## src/rtl/pwm_ramp_ctrl_if.sv

```systemverilog
// Configuration handshake between the register interface and the PWM ramp sequencer.
interface pwm_ramp_ctrl_if #(
    parameter int CNT_WIDTH = 32,
    parameter int DIV_WIDTH = 16
);
    logic                 cfg_valid;
    logic                 cfg_ready;
    logic [CNT_WIDTH-1:0] cfg_period;
    logic [CNT_WIDTH-1:0] cfg_duty;
    logic [CNT_WIDTH-1:0] cfg_step;
    logic [DIV_WIDTH-1:0] cfg_div;

    modport master (
        output cfg_valid, cfg_period, cfg_duty, cfg_step, cfg_div,
        input  cfg_ready
    );

    modport slave (
        input  cfg_valid, cfg_period, cfg_duty, cfg_step, cfg_div,
        output cfg_ready
    );
endinterface

```

## src/rtl/pwm_ramp_ctrl.sv

```systemverilog
// Applies period/duty targets to the PWM core on period boundaries, optionally
// ramping duty by a fixed step every N periods.
//
// state | meaning
// IDLE  | nothing applied since reset, core runs its defaults
// ARM   | config latched, waiting for period_end (or enable low) to apply
// RAMP  | stepping duty toward target on period boundaries
// HOLD  | target reached, outputs static
module pwm_ramp_ctrl #(
    parameter int CNT_WIDTH             = 32,
    parameter int DEFAULT_PERIOD_CYCLES = 5000,
    parameter int DIV_WIDTH             = 16
) (
    input  logic                 clk,
    input  logic                 rst_n,
    input  logic                 enable,
    input  logic                 period_end,
    pwm_ramp_ctrl_if.slave       cfg,
    output logic [CNT_WIDTH-1:0] period_cycles_o,
    output logic [CNT_WIDTH-1:0] duty_cycles_o,
    output logic                 use_default_duty_o,
    output logic                 busy,
    output logic                 ramp_done
);
    localparam logic [1:0] IDLE = 2'd0;
    localparam logic [1:0] ARM  = 2'd1;
    localparam logic [1:0] RAMP = 2'd2;
    localparam logic [1:0] HOLD = 2'd3;

    localparam logic [CNT_WIDTH-1:0] DEF_PERIOD = CNT_WIDTH'(DEFAULT_PERIOD_CYCLES);

    logic [1:0]           state;
    logic                 cfg_ready_r;
    logic [CNT_WIDTH-1:0] sh_period;
    logic [CNT_WIDTH-1:0] sh_duty;
    logic [CNT_WIDTH-1:0] sh_step;
    logic [DIV_WIDTH-1:0] sh_div;
    logic [CNT_WIDTH-1:0] target;
    logic [DIV_WIDTH-1:0] div_cnt;

    logic [CNT_WIDTH-1:0] eff_period;
    logic [CNT_WIDTH-1:0] apply_target;
    logic [DIV_WIDTH-1:0] div_load;
    logic [CNT_WIDTH:0]   up_sum;
    logic [CNT_WIDTH:0]   down_gap;
    logic [CNT_WIDTH-1:0] stepped_duty;

    assign cfg.cfg_ready = cfg_ready_r;
    assign busy          = (state == ARM) || (state == RAMP);

    always_comb begin
        eff_period   = (sh_period == '0) ? DEF_PERIOD : sh_period;
        apply_target = (sh_duty > eff_period) ? eff_period : sh_duty;
        div_load     = (sh_div == '0) ? '0 : sh_div - DIV_WIDTH'(1);
    end

    // One extra bit keeps the step from wrapping; the result saturates at target.
    always_comb begin
        up_sum       = {1'b0, duty_cycles_o} + {1'b0, sh_step};
        down_gap     = {1'b0, duty_cycles_o} - {1'b0, target};
        stepped_duty = target;
        if (target > duty_cycles_o) begin
            if (up_sum < {1'b0, target}) begin
                stepped_duty = up_sum[CNT_WIDTH-1:0];
            end
        end else if (down_gap > {1'b0, sh_step}) begin
            stepped_duty = duty_cycles_o - sh_step;
        end
    end

    always_ff @(posedge clk or negedge rst_n) begin
        if (!rst_n) begin
            state              <= IDLE;
            cfg_ready_r        <= 1'b1;
            period_cycles_o    <= '0;
            duty_cycles_o      <= '0;
            use_default_duty_o <= 1'b1;
            ramp_done          <= 1'b0;
            sh_period          <= '0;
            sh_duty            <= '0;
            sh_step            <= '0;
            sh_div             <= '0;
            target             <= '0;
            div_cnt            <= '0;
        end else begin
            ramp_done <= 1'b0;
            case (state)
                IDLE, HOLD: begin
                    if (cfg.cfg_valid && cfg_ready_r) begin
                        sh_period   <= cfg.cfg_period;
                        sh_duty     <= cfg.cfg_duty;
                        sh_step     <= cfg.cfg_step;
                        sh_div      <= cfg.cfg_div;
                        state       <= ARM;
                        cfg_ready_r <= 1'b0;
                    end
                end
                ARM: begin
                    if (!enable || period_end) begin
                        period_cycles_o    <= sh_period;
                        use_default_duty_o <= 1'b0;
                        target             <= apply_target;
                        if ((sh_step == '0) || (duty_cycles_o == apply_target)) begin
                            duty_cycles_o <= apply_target;
                            state         <= HOLD;
                            cfg_ready_r   <= 1'b1;
                            ramp_done     <= 1'b1;
                        end else begin
                            state   <= RAMP;
                            div_cnt <= div_load;
                        end
                    end
                end
                RAMP: begin
                    if (!enable) begin
                        duty_cycles_o <= target;
                        state         <= HOLD;
                        cfg_ready_r   <= 1'b1;
                        ramp_done     <= 1'b1;
                    end else if (period_end) begin
                        if (div_cnt == '0) begin
                            duty_cycles_o <= stepped_duty;
                            div_cnt       <= div_load;
                            if (stepped_duty == target) begin
                                state       <= HOLD;
                                cfg_ready_r <= 1'b1;
                                ramp_done   <= 1'b1;
                            end
                        end else begin
                            div_cnt <= div_cnt - DIV_WIDTH'(1);
                        end
                    end
                end
                default: begin
                    state       <= IDLE;
                    cfg_ready_r <= 1'b1;
                end
            endcase
        end
    end
endmodule

```

## src/flat_wrapper.sv

```systemverilog
// flat-port wrapper written by rule: the top's interface ports become plain ports
module pwm_ramp_ctrl_flat 
#(
    parameter int CNT_WIDTH             = 32,
    parameter int DEFAULT_PERIOD_CYCLES = 5000,
    parameter int DIV_WIDTH             = 16
)
  (clk, rst_n, enable, period_end, period_cycles_o, duty_cycles_o, use_default_duty_o, busy, ramp_done, cfg_cfg_valid, cfg_cfg_period, cfg_cfg_duty, cfg_cfg_step, cfg_cfg_div, cfg_cfg_ready);
  pwm_ramp_ctrl_if #(.CNT_WIDTH(CNT_WIDTH), .DIV_WIDTH(DIV_WIDTH)) cfg_i ();
  input  logic clk;
  input  logic rst_n;
  input  logic enable;
  input  logic period_end;
  output logic [CNT_WIDTH-1:0] period_cycles_o;
  output logic [CNT_WIDTH-1:0] duty_cycles_o;
  output logic use_default_duty_o;
  output logic busy;
  output logic ramp_done;
  input wire logic [$bits(cfg_i.cfg_valid)-1:0] cfg_cfg_valid;
  input wire logic [$bits(cfg_i.cfg_period)-1:0] cfg_cfg_period;
  input wire logic [$bits(cfg_i.cfg_duty)-1:0] cfg_cfg_duty;
  input wire logic [$bits(cfg_i.cfg_step)-1:0] cfg_cfg_step;
  input wire logic [$bits(cfg_i.cfg_div)-1:0] cfg_cfg_div;
  output wire logic [$bits(cfg_i.cfg_ready)-1:0] cfg_cfg_ready;
  assign cfg_i.cfg_valid = cfg_cfg_valid;
  assign cfg_i.cfg_period = cfg_cfg_period;
  assign cfg_i.cfg_duty = cfg_cfg_duty;
  assign cfg_i.cfg_step = cfg_cfg_step;
  assign cfg_i.cfg_div = cfg_cfg_div;
  assign cfg_cfg_ready = cfg_i.cfg_ready;
  pwm_ramp_ctrl #(.CNT_WIDTH(CNT_WIDTH), .DEFAULT_PERIOD_CYCLES(DEFAULT_PERIOD_CYCLES), .DIV_WIDTH(DIV_WIDTH)) u_core (.clk(clk), .rst_n(rst_n), .enable(enable), .period_end(period_end), .cfg(cfg_i), .period_cycles_o(period_cycles_o), .duty_cycles_o(duty_cycles_o), .use_default_duty_o(use_default_duty_o), .busy(busy), .ramp_done(ramp_done));
endmodule
```

## config.mk

```make
export PLATFORM = sky130hd
export DESIGN_NAME = pwm_ramp_ctrl_flat
export DESIGN_NICKNAME = d
export VERILOG_FILES = /design/src/rtl/pwm_ramp_ctrl_if.sv /design/src/rtl/pwm_ramp_ctrl.sv /design/src/flat_wrapper.sv
export SDC_FILE = /design/constraint.sdc
export NUM_CORES = 1
export LEC_CHECK = 0
export CAP_MARGIN = 20
export CORE_UTILIZATION = 31
export DETAILED_ROUTE_END_ITERATION = 16
export SYNTH_ARGS = -nofsm -noshare
export SYNTH_HDL_FRONTEND = slang
export SYNTH_SLANG_ARGS = --single-unit
```

## constraint.sdc

```tcl
create_clock -name clk -period 7.7 [get_ports clk]
set_input_delay 0.77 -clock clk [delete_from_list [all_inputs] [get_ports clk]]
set_output_delay 0.77 -clock clk [all_outputs]
set_load 0.02 [all_outputs]
```

==> summary.md <==
| Metric | Value |
|---|---|
| Status | `finished, final reports clean` |
| R2R setup slack | `470 ps` |
| Crit Reg-Reg Startpoint | `u_core.duty_cycles_o[0]` |
| Final Routed Wirelength | `85.8 mm` |
| Vias in the first global route | `19604` |
| Startpoint Class | `flip-flop` |
| FP Rows | `93` |
| H-Tree Depth | `1` |
| Syn_nets | `2713` |
| Clock sinks | `229` |
| Crit end category | `flip-flop` |
| Slowest stage cell, crit path | `o221ai_1` |
| Antenna Violating Nets Remaining | `0` |
| Initial Util | `0.315` |
| Setup TNS | `0 ps` |
| Synth Instances | `2398` |
| Largest fanout on the critical path | `5` |
| Routed vias/inst | `5.77` |
| Layout Area Growth over Synthesis | `19.6%` |
| Worst Path Arrival | `7760 ps` |
| EDFF count, synth | `0` |
| CTS Buffer Depth | `3` |
| Clk_skew | `38.9 ps` |
| Slew margin rel. | `0.261` |
| Wire per inst | `24.9 µm` |
| TritonCTS clock tree | `built` |
| Worst path max stage delay | `540 ps` |
| Fin area | `24400 µm²` |
| Synth warn | `0` |
| Clock Latency Late Sink | `650 ps` |
| Layout cells sized above 1 | `0.113` |
| RSZ-0062 raised after global routing | `no` |
| Fillers | `6531` |
| Final net count | `2876` |
| Worst-margin pin slew | `1110 ps` |
| Critical R2R Capture | `u_core.state[1]` |
| Worst EP required | `8230 ps` |
| Tmin final | `7230 ps` |
| Slew Limit Fails | `0` |
| Seq cells post-synth | `229` |
| Final global-route overflow total | `0` |
| N_diodes | `0` |
| Initial antenna violation count | `1` |
| Placed cell area | `23300 µm²` |
| GPL Wtd Cong | `1.05` |
| Pin count of the biggest net entering global routing | `166` |
| Die area | `66900 µm²` |
| Netlist cell types | `96` |
| Ports | `185` |
| Mapped cell area | `20400 µm²` |
| Worst-case reg-to-reg path depth | `30` |
| Top_reg_cell synth | `dfrtp_1` |
| Sequential area share after synthesis | `0.281` |
| Crit share post-route | `0.939` |
| Clock-pin slew on the worst setup and hold paths | `60 ps` |
| Post-synth ARST share | `1.00` |
| Critical path class | `flip-flop to flip-flop` |
| Max_cap viols | `0` |
| Final hold violation count | `0` |
| Cts bufs inserted | `31` |
| Port-buffer cells | `184` |
| Final setup vio count | `0` |
| Maximum clock rate | `0.138 GHz` |
| Hold WC Path Type | `input pin to asynchronous set/reset pin` |
| Dpl hpwl | `69.3 mm` |
| GRT Util Overall | `0.252` |
| First-pass GRT wire length | `128 mm` |
| Die extent in y | `259 µm` |
| Via Count | `19845` |
| 1st-iter DRT viols | `1965` |
| Core area | `64800 µm²` |
| Die span in x | `259 µm` |
| CTS root buf | `clkbuf_16` |
| 1st-pass router iterations | `6` |
| Mapped Avg Cell Area | `8.52 µm²` |
| Drt drc | `0` |
## area by class of cell
cell class | instances | area [µm²] | area share
flip-flops and latches | 229 | 5730 | 0.235
clock inverters | 19 | 236 | 0.00968
clock buffers | 38 | 862 | 0.0353
well taps | 855 | 1070 | 0.0438
repair buffers | 239 | 2270 | 0.0929
inverters | 160 | 601 | 0.0246
multi-input cells | 1900 | 13700 | 0.559
## how the worst max path moves through the flow
stage | start | to | slack, ps | cells after the start
after floorplan | u_core.duty_cycles_o[0] | u_core.duty_cycles_o[1] | 1310 | 30
final | u_core.duty_cycles_o[0] | u_core.state[1] | 470 | 30
after detailed placement | u_core.duty_cycles_o[0] | u_core.state[1] | 580 | 29
after CTS | u_core.duty_cycles_o[0] | u_core.state[1] | 540 | 29
after global placement | u_core.duty_cycles_o[0] | u_core.state[1] | 700 | 29
after global routing | u_core.duty_cycles_o[0] | u_core.state[1] | 20 | 31
## flip-flops by register name (all words and copies together) (netlist names), 2 cells and up
register and flops:
u_core.sh_div 16, u_core.sh_duty 32, u_core.period_cycles_o 32, u_core.target 32
u_core.state 2, u_core.duty_cycles_o 32, u_core.div_cnt 16, u_core.sh_step 32
u_core.sh_period 32
## worst max-delay path: cells and delay by family (launching register included)
family / cells / cell delay, ps
AOI/OAI and AO/OA: 14 / 3740
and+or+nand+nor: 8 / 1290
adders and majority gates: 3 / 860
buffers and inverters: 3 / 460
DFF: 1 / 430
muxes: 1 / 210
xor gates and xnor gates: 1 / 140
## timing repair
| action | in CTS | in global routing |
|---|---|---|
| endpoints found under the setup margin | 0 | 3 |
| gates resized for setup | 0 | 2 |
| hold buffers | 0 | 0 |
| setup buffers | 0 | 0 |
## Yosys cell counts, types with 19 or more instances
cell,n,area share
a21o_1,53,0.019
a21oi_1,182,0.045
a31oi_1,19,0.0058
clkbuf_1,70,0.013
dfrtp_1,227,0.28
ha_1,195,0.12
inv_1,157,0.029
mux2_2,130,0.072
nand2_1,199,0.037
nand2b_1,24,0.0073
nand3_1,45,0.011
nand4_1,47,0.014
nor2_1,163,0.030
nor3_1,52,0.013
nor4_1,48,0.015
o211ai_1,20,0.0073
o21ai_0,177,0.043
o22ai_1,22,0.0067
xnor2_1,118,0.051
xor2_1,56,0.024
## layer usage
metal | global-route usage | vias up | share of wire
li1 | - | 9139 | -
met1 | 0.360 | 9756 | 0.46
met2 | 0.385 | 788 | 0.43
met3 | 0.0375 | 160 | 0.071
met4 | 0.0876 | 2 | 0.040
met5 | 0 | - | 0.00015
## cell families after synthesis
group	share of synthesized area
adder cells (fa/ha/maj)	0.122
AO/OA/AOI/OAI	0.229
XOR/XNOR	0.0768
AND/OR/NAND/NOR	0.159
flip-flops	0.281
multiplexers	0.0800
buffers and inverters	0.0522
## per-stage QoR
| stage | hold WS, ps | cells | utilization | worst slack (ps) |
|---|---|---|---|---|
| after floorplan | 450 | 2398 | - | 1310 |
| after global placement | 474 | 3381 | 0.360 | 705 |
| after detailed placement | 474 | 3382 | 0.360 | 584 |
| after CTS | 113 | 3439 | 0.377 | 538 |
| after global routing | 146 | 3440 | 0.377 | 20.6 |
| final | 116 | 3440 | 0.377 | 472 |
## placed cells by master (no fill, tap or decap), drive strengths merged, types with 54 or more instances in the layout
| master | synthesis | routed |
|---|---|---|
| buf | 39 | 55 |
| mux2 | 130 | 130 |
| xor2 | 56 | 56 |
| nor2 | 163 | 163 |
| nand2 | 199 | 199 |
| xnor2 | 118 | 118 |
| a21oi | 184 | 184 |
| clkdlybuf4s50 | 0 | 183 |
| nor3 | 54 | 54 |
| dfrtp | 227 | 227 |
| ha | 195 | 195 |
| inv | 158 | 161 |
| o21ai | 180 | 180 |
Power is left out: the tool's default activity adds up to more than one toggle a clock period on the data nets, which glitch-free logic cannot reach.
